### src/rtl/snake_sched_pkg.sv
// snake_sched_pkg: shared state encoding and score constants for the tick scheduler (SCHED_PAUSE_EN adds PAUSED)
package snake_sched_pkg;
  typedef enum logic [2:0] {
    IDLE,
    WAIT_TICK,
    MOVE,
    EVAL,
    SPAWN,
    OVER
`ifdef SCHED_PAUSE_EN
    , PAUSED
`endif
  } state_t;
  localparam int SCORE_MAX = 9999;
  localparam int APPLE_INC_SLOW = 1;
  localparam int APPLE_INC_FAST = 2;
endpackage

### src/rtl/game_tick_scheduler_tick_divider.sv
// tick_divider: loadable down-counter with enable and freeze; tc flags the last cycle of a tick
module tick_divider #(
  parameter int W = 23
) (
  input  logic         clk,
  input  logic         rst,
  input  logic         en,
  input  logic         load,
  input  logic         freeze,
  input  logic [W-1:0] load_val,
  output logic         tc
);
  logic [W-1:0] cnt;
  // count down to zero and hold there until reloaded
  always_ff @(posedge clk)
    if (rst) cnt <= '0;
    else if (load) cnt <= load_val;
    else if (en && !freeze && cnt != '0) cnt <= cnt - W'(1);
  assign tc = cnt == '0;
endmodule

### src/rtl/game_tick_scheduler.sv
// game_tick_scheduler: per-tick move/eval/spawn sequencer, game state and score; SCHED_PAUSE_EN enables pause
module game_tick_scheduler
  import snake_sched_pkg::*;
#(
  parameter int SLOW_DIV  = 8_000_000,
  parameter int FAST_DIV  = 4_000_000,
  parameter int MAX_RETRY = 8,
  parameter int SCORE_W   = 14
) (
  input  logic               clk,
  input  logic               rst,
  input  logic               start_pulse,
  input  logic               pause_pulse,
  input  logic               speed,
  input  logic               eval_valid,
  input  logic               collide,
  input  logic               ate_apple,
  input  logic               ate_drug,
  input  logic               spawn_ack,
  input  logic               spawn_conflict,
  output logic               gaming,
  output logic               game_over,
  output logic               move_stb,
  output logic               spawn_req,
  output logic [SCORE_W-1:0] score,
  output logic               score_zero,
  output logic               retry_exhausted
);
  localparam int MAXD = SLOW_DIV > FAST_DIV ? SLOW_DIV : FAST_DIV;
  localparam int CW = MAXD > 1 ? $clog2(MAXD) : 1;
  localparam int RW = MAX_RETRY > 1 ? $clog2(MAX_RETRY) : 1;
  localparam logic [SCORE_W+1:0] SMAX = (SCORE_W+2)'(SCORE_MAX);
  state_t state, nxt;
  logic tc, load, paused, ack_seen, last_try, start_go, req_gap;
  logic [RW-1:0] retry_cnt;
  logic [SCORE_W+1:0] sum, diff;
`ifdef SCHED_PAUSE_EN
  assign paused = state == PAUSED;
`else
  logic unused;
  assign paused = 1'b0;
  assign unused = pause_pulse;
`endif
  assign start_go = start_pulse && (state == IDLE || state == OVER);
  assign ack_seen = spawn_req && spawn_ack;
  assign last_try = retry_cnt == RW'(MAX_RETRY - 1);
  assign gaming = state != IDLE && state != OVER;
  assign game_over = state == OVER;
  assign move_stb = state == MOVE;
  assign spawn_req = state == SPAWN && !req_gap;
  assign load = nxt == WAIT_TICK && state inside {IDLE, EVAL, SPAWN, OVER};
  tick_divider #(.W(CW)) u_div (
    .clk      (clk),
    .rst      (rst),
    .en       (state == WAIT_TICK || paused),
    .load     (load),
    .freeze   (paused),
    .load_val (speed ? CW'(FAST_DIV - 1) : CW'(SLOW_DIV - 1)),
    .tc       (tc)
  );
  // next-state: one pass through the tick phases, collision ends the game
  always_comb begin
    nxt = state;
    case (state)
      IDLE:      nxt = start_pulse ? WAIT_TICK : IDLE;
`ifdef SCHED_PAUSE_EN
      WAIT_TICK: nxt = pause_pulse ? PAUSED : tc ? MOVE : WAIT_TICK;
      PAUSED:    nxt = pause_pulse ? WAIT_TICK : PAUSED;
`else
      WAIT_TICK: nxt = tc ? MOVE : WAIT_TICK;
`endif
      MOVE:      nxt = EVAL;
      EVAL:      nxt = !eval_valid ? EVAL : collide ? OVER : ate_apple ? SPAWN : WAIT_TICK;
      SPAWN:     nxt = ack_seen && (!spawn_conflict || last_try) ? WAIT_TICK : SPAWN;
      OVER:      nxt = start_pulse ? WAIT_TICK : OVER;
      default:   nxt = IDLE;
    endcase
  end
  // apple and drug apply together, then clamp into 0..SCORE_MAX
  always_comb begin
    sum = {2'b00, score} + (ate_apple ? (speed ? (SCORE_W+2)'(APPLE_INC_FAST) : (SCORE_W+2)'(APPLE_INC_SLOW)) : '0);
    diff = (ate_drug && sum != '0) ? sum - (SCORE_W+2)'(1) : sum;
  end
  // state, score, spawn retry bookkeeping
  always_ff @(posedge clk)
    if (rst) begin
      state <= IDLE;
      score <= '0;
      score_zero <= 1'b0;
      retry_cnt <= '0;
      req_gap <= 1'b0;
      retry_exhausted <= 1'b0;
    end else begin
      state <= nxt;
      score_zero <= start_go;
      if (start_go) score <= '0;
      else if (state == EVAL && eval_valid && !collide) score <= diff > SMAX ? SMAX[SCORE_W-1:0] : diff[SCORE_W-1:0];
      if (nxt == SPAWN && state != SPAWN) retry_cnt <= '0;
      else if (ack_seen && spawn_conflict && !last_try) retry_cnt <= retry_cnt + RW'(1);
      req_gap <= ack_seen && spawn_conflict && nxt == SPAWN;
      if (start_go) retry_exhausted <= 1'b0;
      else if (ack_seen && spawn_conflict && last_try) retry_exhausted <= 1'b1;
    end
endmodule

### config.mk
export PLATFORM = sky130hd
export DESIGN_NAME = game_tick_scheduler
export DESIGN_NICKNAME = d
export VERILOG_FILES = /design/src/rtl/snake_sched_pkg.sv /design/src/rtl/game_tick_scheduler_tick_divider.sv /design/src/rtl/game_tick_scheduler.sv
export SDC_FILE = /design/constraint.sdc
export NUM_CORES = 1
export LEC_CHECK = 0
export ABC_AREA = 1
export ABC_CLOCK_PERIOD_IN_PS = 4100
export BUFFER_PORTS_ARGS = -buffer_cell sky130_fd_sc_hd__buf_4
export CAP_MARGIN = 20
export CELL_PAD_IN_SITES_DETAIL_PLACEMENT = 1
export CELL_PAD_IN_SITES_GLOBAL_PLACEMENT = 1
export CORE_MARGIN = 2
export CORE_UTILIZATION = 42
export DETAILED_ROUTE_END_ITERATION = 8
export GPL_TIMING_DRIVEN = 0
export PLACE_DENSITY_LB_ADDON = 0.3
export SLEW_MARGIN = 20
export SYNTH_ARGS = -nofsm -noshare
export SYNTH_HDL_FRONTEND = slang
export SYNTH_SLANG_ARGS = --single-unit
### constraint.sdc
create_clock -name clk -period 4.1 [get_ports clk]
set_input_delay 0.615 -clock clk [delete_from_list [all_inputs] [get_ports clk]]
set_output_delay 0.615 -clock clk [all_outputs]
set_load 0.01 [all_outputs]
==> results of run 1 <==
cell type report:
| class | instances | area share [%] |
|---|---|---|
| Clock buffer | 5 | 1.70 |
| Multi-Input combinational cell | 434 | 56.2 |
| Timing Repair Buffer | 29 | 5.38 |
| Tap cell | 105 | 3.24 |
| Buffer | 11 | 1.39 |
| Inverter | 89 | 8.25 |
| Sequential cell | 46 | 22.7 |
| Clock inverter | 3 | 1.08 |
sequential cells by signal, indices dropped and copies added, names as in the netlist:
name,count
u_div.cnt,23
req_gap,1
retry_cnt,3
state,3
score,14
score_zero,1
retry_exhausted,1
final timing paths:
| kind | endpoint | start | cells past startpoint | slack [ns] |
|---|---|---|---|---|
| hold reg to reg | retry_exhausted$_SDFFE_PP0P_ | retry_exhausted$_SDFFE_PP0P_ | 2 | 0.49 |
| setup / recovery | score[10]$_SDFFE_PP0P_ | ate_apple | 23 | 0.38 |
| setup reg to reg | score[10]$_SDFFE_PP0P_ | score[0]$_SDFFE_PP0P_ | 20 | 0.55 |
| hold / removal | retry_exhausted$_SDFFE_PP0P_ | retry_exhausted$_SDFFE_PP0P_ | 2 | 0.49 |
layer usage:
metal / share of wire (%) / global-route usage [%] / routed length, um / vias up
met1: 43 / 28.7 / 4720 / 1812
met2: 51 / 46.9 / 5600 / 73
met3: 3.2 / 2.79 / 348 / 26
met5: 0 / 0 / 0 / -
li1: - / - / - / 1916
met4: 2.7 / 8.69 / 294 / 0
report_power, final:
part           switching [W]  internal (W)  leakage [nW]  total (W)
Sequential         0.0000234      0.000474         0.376   0.000497
Clock               0.000175      0.000183        0.0585   0.000358
Combinational       0.000176     0.0000886          1.56   0.000264
Total               0.000374      0.000745          2.00    0.00112
worst max-delay path, cell delays in order:
cell and delay (ns):
buf_4 0.12, inv_1 0.07, nor2_1 0.05, ha_1 0.25, fa_1 0.38, buf_2 0.18, nand3_1 0.17, nand2_1 0.13
nand2_2 0.13, nand3_2 0.11, nor2_2 0.22, nand2_1 0.10, nor2_2 0.13, nand3_4 0.16, nand2_4 0.12, buf_6 0.16
nand2_1 0.10, nand4_1 0.17, nor2_2 0.07, nand3_4 0.10, nand2_4 0.14, o21ai_2 0.17, inv_1 0.06
metrics by stage:
stage	hold WS, ns	cells	power, W	setup WS, ns	area, um2
after floorplan	0.451	580	0.000694	0.914	3590
after global routing	0.509	722	0.00118	0.237	4050
final	0.488	722	0.00112	0.384	4050
after global placement	0.459	714	0.000759	0.319	3940
after CTS	0.485	722	0.00113	0.452	4050
after detailed placement	0.470	714	0.000770	0.118	3940
placed cells by master (no fill, tap or decap), types with 2 or more instances in the layout:
master | netlist | final
or2_2 | 3 | 3
nand2_1 | 145 | 145
a31oi_1 | 4 | 4
o211ai_1 | 3 | 3
nor2_2 | 12 | 12
o21ai_2 | 9 | 9
buf_2 | 3 | 3
a21oi_1 | 26 | 26
nand3b_1 | 2 | 2
clkbuf_1 | 6 | 6
nor3_1 | 13 | 13
xnor2_1 | 6 | 6
nand3_2 | 3 | 3
nor4_1 | 3 | 3
clkinv_1 | 2 | 2
nand2_2 | 15 | 15
inv_1 | 84 | 84
o21ai_0 | 13 | 13
clkbuf_8 | 0 | 5
nand4_1 | 17 | 17
xor2_1 | 14 | 14
nand2_4 | 2 | 2
nand3_1 | 41 | 41
nor2_4 | 3 | 3
dfxtp_1 | 46 | 46
buf_4 | 1 | 30
a21oi_2 | 2 | 2
inv_2 | 3 | 3
ha_1 | 7 | 7
nand3_4 | 3 | 3
nor2_1 | 77 | 77
kinds of logic after synthesis:
| kind of cell | Yosys count | share of synthesized area (%) |
|---|---|---|
| AO/OA/AOI/OAI | 63 | 11.0 |
| XOR/XNOR | 20 | 4.88 |
| adder cells (fa/ha/maj) | 8 | 3.00 |
| buffers and inverters | 100 | 10.9 |
| flip-flops | 46 | 25.7 |
| AND/OR/NAND/NOR | 343 | 44.6 |
==> impl_metrics.ini, run 1 <==
[sta]
hold_violations = 0
setup_viol = 0
timing.final.crit_share_pct = 90.6
skew_ns = 0.00876
rsz0062_at_grt = no
tightestPinTransition_ns = 0.578
max_freq_mhz = 269
finalMaxSlewViolations = 0
slew_headroom_pct = 61.1
setup_tns_ns = 0
period_needed_ns = 3.72

[finish]
multi_input_area_um2 = 2280
fin_util_pct = 49.0
drive_above_1_share_pct = 16.0
ff_latch_area_um2 = 921
fillers = 1173
nets = 635
n_antenna_cell = 0
syn2layout_area_growth_pct = 12.9

[setup_path]
required_ns = 4.30
crit_type = input pin to flip-flop
cp_max_fo = 10
worst_ep_arrival_time_ns = 3.92
startpoint_type = input pin
cp-end-kind = flip-flop

[synthesis]
synth.cell_area_um2 = 3590
synth.area.top_cells = dfxtp_1, nand2_1, inv_1, nor2_1, nand3_1
synth_nets = 599
yosys_warnings = 0
ys_seq_elements = 46
synth-async-reset-ratio_pct = 0
ys_types = 42
ys.flop_type = dfxtp_1
synth_top_cell_area_share_pct = 25.7
synth_area_per_cell_um2 = 6.19
netlist_instances = 580
yosys.area.top_type = dfxtp_1
synthTopCellsByCount = nand2_1, inv_1, nor2_1, dfxtp_1, nand3_1
synth_edf_count = 0
yosysMostFrequentCell = nand2_1
yosysSeqAreaShare_pct = 25.7

[floorplan]
fp-row-count = 33
die-width_um = 96.4
fp.dieH_um = 96.4
io_pins = 31
coreArea_um2 = 8260
start_util_pct = 43.5
dieArea_um2 = 9300

[clock_tree]
post-cts-setup-buffers = 0
tritoncts = done
path_clk_slew_ns = 0.09
clk_latency_ns = 0.31
clock_path_buffers = 2
htree_levels = 2
cts_made_buffers = 5
cts_root_buf = clkbuf_8
cts_hold_buf = 0
numClockSinks = 46
cts_resized = 0

[routing]
num_vias = 3827
wire_per_inst_um = 15.2
wl_mm = 11.0
dr.pass1.iters = 4
drc_errors = 0
via_per_inst = 5.30
ant_nets = 0
drt_iter0_drc = 120

[global_routing]
grt-ovfl-total = 0
grt_pass1_vias = 3774
grt_max_degree = 16
grt_pass1_wl_mm = 17.8
grt_use_total_pct = 24.8
antenna_found_initial = 0

[outcome]
outcome = finished clean

[placement]
portBuffers = 29
place_congestion = 0.929
hpwl_mm = 8.83

[flow_run]
drv_cap = 0

[min_path]
hold_path.class = flip-flop to flip-flop

[power_and_ir_drop]
peakVddDrop_v = 0.000137
p_per_area_nw_per_um2 = 276
leakagePower_nw = 2.00
Power figures use the tool's default switching activity.
==> inputs of run 2 (changes only) <==
--- a/config.mk
+++ b/config.mk
@@ -5,14 +5,14 @@
 export SDC_FILE = /design/constraint.sdc
 export NUM_CORES = 1
 export LEC_CHECK = 0
-export ABC_AREA = 1
+export ABC_AREA = 0
 export ABC_CLOCK_PERIOD_IN_PS = 4100
 export BUFFER_PORTS_ARGS = -buffer_cell sky130_fd_sc_hd__buf_4
 export CAP_MARGIN = 20
 export CELL_PAD_IN_SITES_DETAIL_PLACEMENT = 1
 export CELL_PAD_IN_SITES_GLOBAL_PLACEMENT = 1
 export CORE_MARGIN = 2
-export CORE_UTILIZATION = 42
+export CORE_UTILIZATION = 45
 export DETAILED_ROUTE_END_ITERATION = 8
 export GPL_TIMING_DRIVEN = 0
 export PLACE_DENSITY_LB_ADDON = 0.3
==> run 2 against run 1 <==
Against the previous run: global-route usage increased by 0.14 points; via count decreased by 16%; clock-buffer cell count is 1 higher; hold slack improved by 0.0052 ns.
==> impl_metrics.ini, run 2 <==
[finish]
top_regs = u_div.cnt x23, score x14
mostFrequentLayoutCells = dfxtp_1, nor2_1, nand2_1
fin_area_um2 = 3760
layout_commonest_cell = dfxtp_1
n_antenna_cell = 0
drive_above_1_share_pct = 16.2
syn2layout_area_growth_pct = 13.9
nets = 462
stdcell_count = 543
fin_util_pct = 52.4
largest_register_ffs = 23
regMostFlops = u_div.cnt

[sta]
finalWorstSetupSlack_ns = 0.134
finalMaxSlewViolations = 0
max_freq_mhz = 252
slew_headroom_pct = 47.5
tightestPinTransition_ns = 0.788
setup_viol = 0
timing.final.crit_share_pct = 96.7
hold_violations = 0
period_needed_ns = 3.97
skew_ns = 0.0135
holdWs_ns = 0.493

[global_routing]
grt_max_degree = 15
grt_pass1_wl_mm = 15.5
grt-ovfl-total = 0
grt_pass1_vias = 3216
grt_use_total_pct = 24.9
antenna_found_initial = 0

[synthesis]
yosys.area.top_type = dfxtp_1
synth_nets = 427
yosysMostFrequentCell = dfxtp_1
synth.area.top_cells = dfxtp_1, xnor2_1, nor2_1, nand2_1, a21oi_1
ys_seq_elements = 46
synth-async-reset-ratio_pct = 0
yosys_warnings = 0
yosysSeqAreaShare_pct = 27.9
netlist_instances = 408
synth_edf_count = 0
synthTopCellsByCount = dfxtp_1, nor2_1, nand2_1, a21oi_1, xnor2_1
synth.cell_area_um2 = 3300
ys.flop_type = dfxtp_1
synth_top_cell_area_share_pct = 27.9
synth_area_per_cell_um2 = 8.09
ys_types = 69

[setup_path]
cp-end-kind = flip-flop
worst_ep_arrival_time_ns = 4.16
crit_type = input pin to flip-flop
cp_max_fo = 7
required_ns = 4.30
r2r_setup_slack_ns = 0.33
startpoint_type = input pin

[floorplan]
die-width_um = 89.6
fp-row-count = 31
coreArea_um2 = 7180
start_util_pct = 46.0
io_pins = 31
fp.dieH_um = 89.6
dieArea_um2 = 8040

[routing]
via_per_inst = 5.93
wl_mm = 9.53
drc_errors = 0
dr.pass1.iters = 4
ant_nets = 0
drt_iter0_drc = 86
wire_per_inst_um = 17.5
num_vias = 3220

[clock_tree]
cts_root_buf = clkbuf_8
path_clk_slew_ns = 0.09
cts_made_buffers = 5
cts_hold_buf = 0
clock_path_buffers = 2
tritoncts = done
clk_latency_ns = 0.31
numClockSinks = 46
htree_levels = 2

[placement]
post-place-ws_ns = -0.517
portBuffers = 28
hpwl_mm = 7.30
dp.cells = 535
place_congestion = 0.929
postPlaceCellArea_um2 = 3630

[flow_run]
drv_cap = 0

[power_and_ir_drop]
peakVddDrop_v = 0.000185
leakagePower_nw = 1.45
p_per_area_nw_per_um2 = 275

[outcome]
outcome = finished clean

[min_path]
hold_path.class = flip-flop to flip-flop
run 2: changes by cell type in the layout (fill, tap and decap cells not counted), sizes merged, moves of 7 or more:
cell,previous run,this run
clkbuf,11,20
nand2,162,36
nor4,3,11
or4,0,7
inv,88,13
nand4,17,6
nand3,47,19
xnor2,6,25
nor3,14,21
nor2,92,36
run 2: layout make-up:
type	instances	area [um2]
fillers	912	3420
multi-input cells	326	2250
flip-flops and latches	46	921
repair buffers	28	210
well taps	99	124
plain buffers	23	115
clock buffers	6	72.6
inverters	13	48.8
clock inverters	2	13.8
run 2: cells by family (layout without fill, tap and decap cells):
group / Yosys count / count (layout) / synth area share [%]
fa+ha+maj: 8 / 8 / 3.26
flops: 46 / 46 / 27.9
buf+inv: 36 / 72 / 4.97
compound gates: 102 / 102 / 22.8
xor+xnor: 37 / 37 / 9.82
simple gates: 175 / 175 / 30.0
mux: 4 / 4 / 1.21
run 2: final timing paths:
kind,start,end,depth (start not counted)
setup / recovery,ate_apple,score[1]$_SDFFE_PP0P_,15
hold reg to reg,u_div.cnt[17]$_SDFFE_PP0P_,u_div.cnt[17]$_SDFFE_PP0P_,2
setup reg to reg,score[0]$_SDFFE_PP0P_,score[1]$_SDFFE_PP0P_,12
hold / removal,u_div.cnt[17]$_SDFFE_PP0P_,u_div.cnt[17]$_SDFFE_PP0P_,2
run 2: routing by layer:
metal / global-route usage (%) / vias up / part of all wire (%)
met5: 0 / - / 0
met4: 8.41 / 0 / 2.1
met3: 3.93 / 19 / 2.7
met2: 45.0 / 62 / 52
met1: 30.0 / 1560 / 43
li1: - / 1579 / -
run 2: report_power, final:
part	internal (W)	leakage, nW	total, W	switching (W)
Combinational	0.0000918	1.03	0.000247	0.000155
Clock	0.000121	0.0452	0.000285	0.000165
Sequential	0.000475	0.375	0.000501	0.0000259
run 2: repair_timing:
action	CTS	global route
endpoints found under the setup margin	11	13
buffers inserted	0	0
hold endpoints to repair	0	0
gates resized for setup	2	4
run 2: critical path, stage by stage:
cell and delay (ns):
buf_4 0.12, inv_1 0.07, nor2_1 0.06, ha_1 0.21, fa_1 0.40, and4_1 0.21
buf_2 0.19, or3_1 0.36, a211o_1 0.37, a21boi_1 0.35, a211oi_1 0.16, xnor2_1 0.17
or3_4 0.37, a21o_4 0.26, o221a_1 0.23
run 2: metrics by stage:
stage               power, W  setup TNS (ns)
finish               0.00103               0
floorplan           0.000682               0
global placement    0.000743           -1.85
CTS                  0.00104               0
global route         0.00110         -0.0259
detailed placement  0.000752           -5.15
==> inputs of run 3 (changes only) <==
--- a/config.mk
+++ b/config.mk
@@ -19,4 +19,5 @@
 export SLEW_MARGIN = 20
 export SYNTH_ARGS = -nofsm -noshare
 export SYNTH_HDL_FRONTEND = slang
+export SYNTH_HIERARCHICAL = 1
 export SYNTH_SLANG_ARGS = --single-unit
==> run 3 against run 2 <==
Against the previous run: clock skew decreased by 0.0093 ns; design area increased by 16%; clock-buffer cell count decreased by 1; global-route usage increased by 2.1 points; via count increased by 19%; sequential power increased by 4%; utilization increased by 1.5 points.
==> impl_metrics.ini, run 3 <==
[finish]
syn2layout_area_growth_pct = 18.4
mostFrequentLayoutCells = nor2_1, dfxtp_1, buf_4
largest_register_ffs = 23
multi_input_area_um2 = 2670
n_antenna_cell = 0
stdcell_count = 636
drive_above_1_share_pct = 21.5
ff_latch_area_um2 = 921
layout_commonest_cell = nor2_1
fillers = 1037
nets = 549
top_regs = u_div/cnt x23, score x14
regMostFlops = u_div/cnt

[placement]
hpwl_mm = 8.58
post-place-ws_ns = -0.348
place_congestion = 0.985
dp.cells = 622
portBuffers = 29

[floorplan]
die-width_um = 94.5
fp.dieH_um = 94.5
start_util_pct = 45.6
dieArea_um2 = 8930
io_pins = 31
fp-row-count = 33
coreArea_um2 = 8090

[clock_tree]
clock_path_buffers = 2
clk_latency_ns = 0.30
numClockSinks = 46
cts_root_buf = clkbuf_8
path_clk_slew_ns = 0.10
tritoncts = done
cts_made_buffers = 5
htree_levels = 2

[synthesis]
yosys.area.top_type = dfxtp_1
ys.flop_type = dfxtp_1
ys_seq_elements = 46
ys_types = 78
yosys_warnings = 6
synth.area.top_cells = dfxtp_1, nor2_1, xnor2_1, nor3_1, nand2_1
synth_top_cell_area_share_pct = 25.0
synthTopCellsByCount = nor2_1, dfxtp_1, nand2_1, nor3_1, xnor2_1
netlist_instances = 472
yosysSeqAreaShare_pct = 25.0
yosysMostFrequentCell = nor2_1
synth_edf_count = 0
synth_area_per_cell_um2 = 7.81
synth.cell_area_um2 = 3690
synth-async-reset-ratio_pct = 0

[sta]
tightestPinTransition_ns = 0.943
max_freq_mhz = 248
slew_headroom_pct = 36.6
timing.final.crit_share_pct = 98.5
hold_violations = 0
skew_ns = 0.00417
setup_viol = 0
finalMaxSlewViolations = 0
period_needed_ns = 4.04
finalWorstSetupSlack_ns = 0.0603

[routing]
ant_nets = 0
drc_errors = 0
num_vias = 3825
wire_per_inst_um = 18.5
via_per_inst = 6.01
wl_mm = 11.8
dr.pass1.iters = 4
drt_iter0_drc = 93

[global_routing]
use_met3_pct = 3.51
grt_pass1_vias = 3953
grtUsageMet2_pct = 49.0
busiest_layer = met2
antenna_found_initial = 0
grt_pass1_wl_mm = 19.0
grt_max_degree = 16
grt-ovfl-total = 0
grt_use_total_pct = 27.0
use_met1_pct = 31.9

[setup_path]
crit_type = input pin to flip-flop
cp-end-kind = flip-flop
worst_ep_arrival_time_ns = 4.27
startpoint_type = input pin
required_ns = 4.33
cp_max_fo = 8

[power_and_ir_drop]
p_per_area_nw_per_um2 = 281
peakVddDrop_v = 0.000153
leakagePower_nw = 1.66

[outcome]
outcome = finished clean

[min_path]
hold_path.class = flip-flop to flip-flop

[flow_run]
drv_cap = 0
==> run 3: changes by cell type after synthesis, moves of 5 or more <==
| cell | delta |
|---|---|
| xnor2_1 | -6 |
| a311oi_1 | +8 |
| or3_1 | +6 |
| nor3_2 | +6 |
| nand3_1 | -9 |
| nor3_1 | +11 |
| inv_1 | +5 |
| a21oi_1 | -14 |
| nor2_1 | +23 |
==> run 3: metrics by stage <==
stage	hold slack, ns	utilization [%]	setup TNS, ns	area [um2]	power (W)
after global routing	0.522	53.9	-0.0414	4370	0.00130
final	0.490	53.9	0	4370	0.00123
after global placement	0.458	50.6	-3.63	4100	0.000852
after detailed placement	0.481	50.6	-3.83	4100	0.000864
after floorplan	0.452	-	0	3750	0.000766
after CTS	0.503	52.5	-0.00591	4250	0.00123
==> run 3: area by class of cell <==
class	instances	area share, %
Sequential cell	46	21.1
Multi-Input combinational cell	391	61.2
Buffer	31	4.10
Timing Repair Buffer	37	6.45
Tap cell	105	3.01
Clock buffer	5	1.58
Clock inverter	3	1.03
Inverter	18	1.55
==> run 3: report_power, final <==
group | internal, W | leakage [nW] | switching, W
Clock | 0.000182 | 0.0504 | 0.000173
Combinational | 0.000133 | 1.23 | 0.000219
Sequential | 0.000480 | 0.376 | 0.0000389
Total | 0.000795 | 1.66 | 0.000431
==> run 3: what timing repair did <==
item,in CTS,in global routing
pin swaps,1,13
resized for setup,8,19
cloned,1,0
setup buffers,0,7
hold buffers,0,0
endpoints found under the setup margin,14,27
==> run 3: cell families (layout without fill, tap and decap cells) <==
| family | count (synthesis) | in the layout | synth area share, % |
|---|---|---|---|
| other | 2 | 18 | 0.204 |
| flip-flops | 46 | 46 | 25.0 |
| XOR/XNOR | 27 | 27 | 6.41 |
| adder cells (fa/ha/maj) | 8 | 8 | 2.92 |
| multiplexers | 7 | 7 | 1.93 |
| buffers and inverters | 51 | 94 | 6.82 |
| AND/OR/NAND/NOR | 222 | 222 | 33.5 |
| AO/OA/AOI/OAI | 109 | 109 | 23.2 |
==> run 3: path summary, 6_finish.rpt <==
kind                                                    from                           end  slack, ns  cells past startpoint
worst max-delay path                               ate_apple         score[9]$_SDFFE_PP0P_       0.06                     17
worst min-delay path            retry_exhausted$_SDFFE_PP0P_  retry_exhausted$_SDFFE_PP0P_       0.49                      2
worst max register to register         score[0]$_SDFFE_PP0P_         score[9]$_SDFFE_PP0P_       0.25                     15
worst min register to register  retry_exhausted$_SDFFE_PP0P_  retry_exhausted$_SDFFE_PP0P_       0.49                      2
==> run 3: critical path, cell delays in order <==
cell	delay [ns]
buf_4	0.12
nor2b_1	0.13
ha_2	0.19
fa_2	0.37
buf_6	0.14
and4_4	0.22
a21o_1	0.19
o32a_1	0.37
or2_0	0.24
buf_6	0.15
o311ai_4	0.31
xnor2_2	0.15
or3b_4	0.42
o211ai_4	0.21
buf_6	0.17
nor3_1	0.07
a211oi_2	0.20
==> run 3: layer usage <==
layer	routed length [um]	part of all wire (%)
met4	264	2.2
met3	439	3.7
met2	6160	52
met5	0	0
met1	4930	42
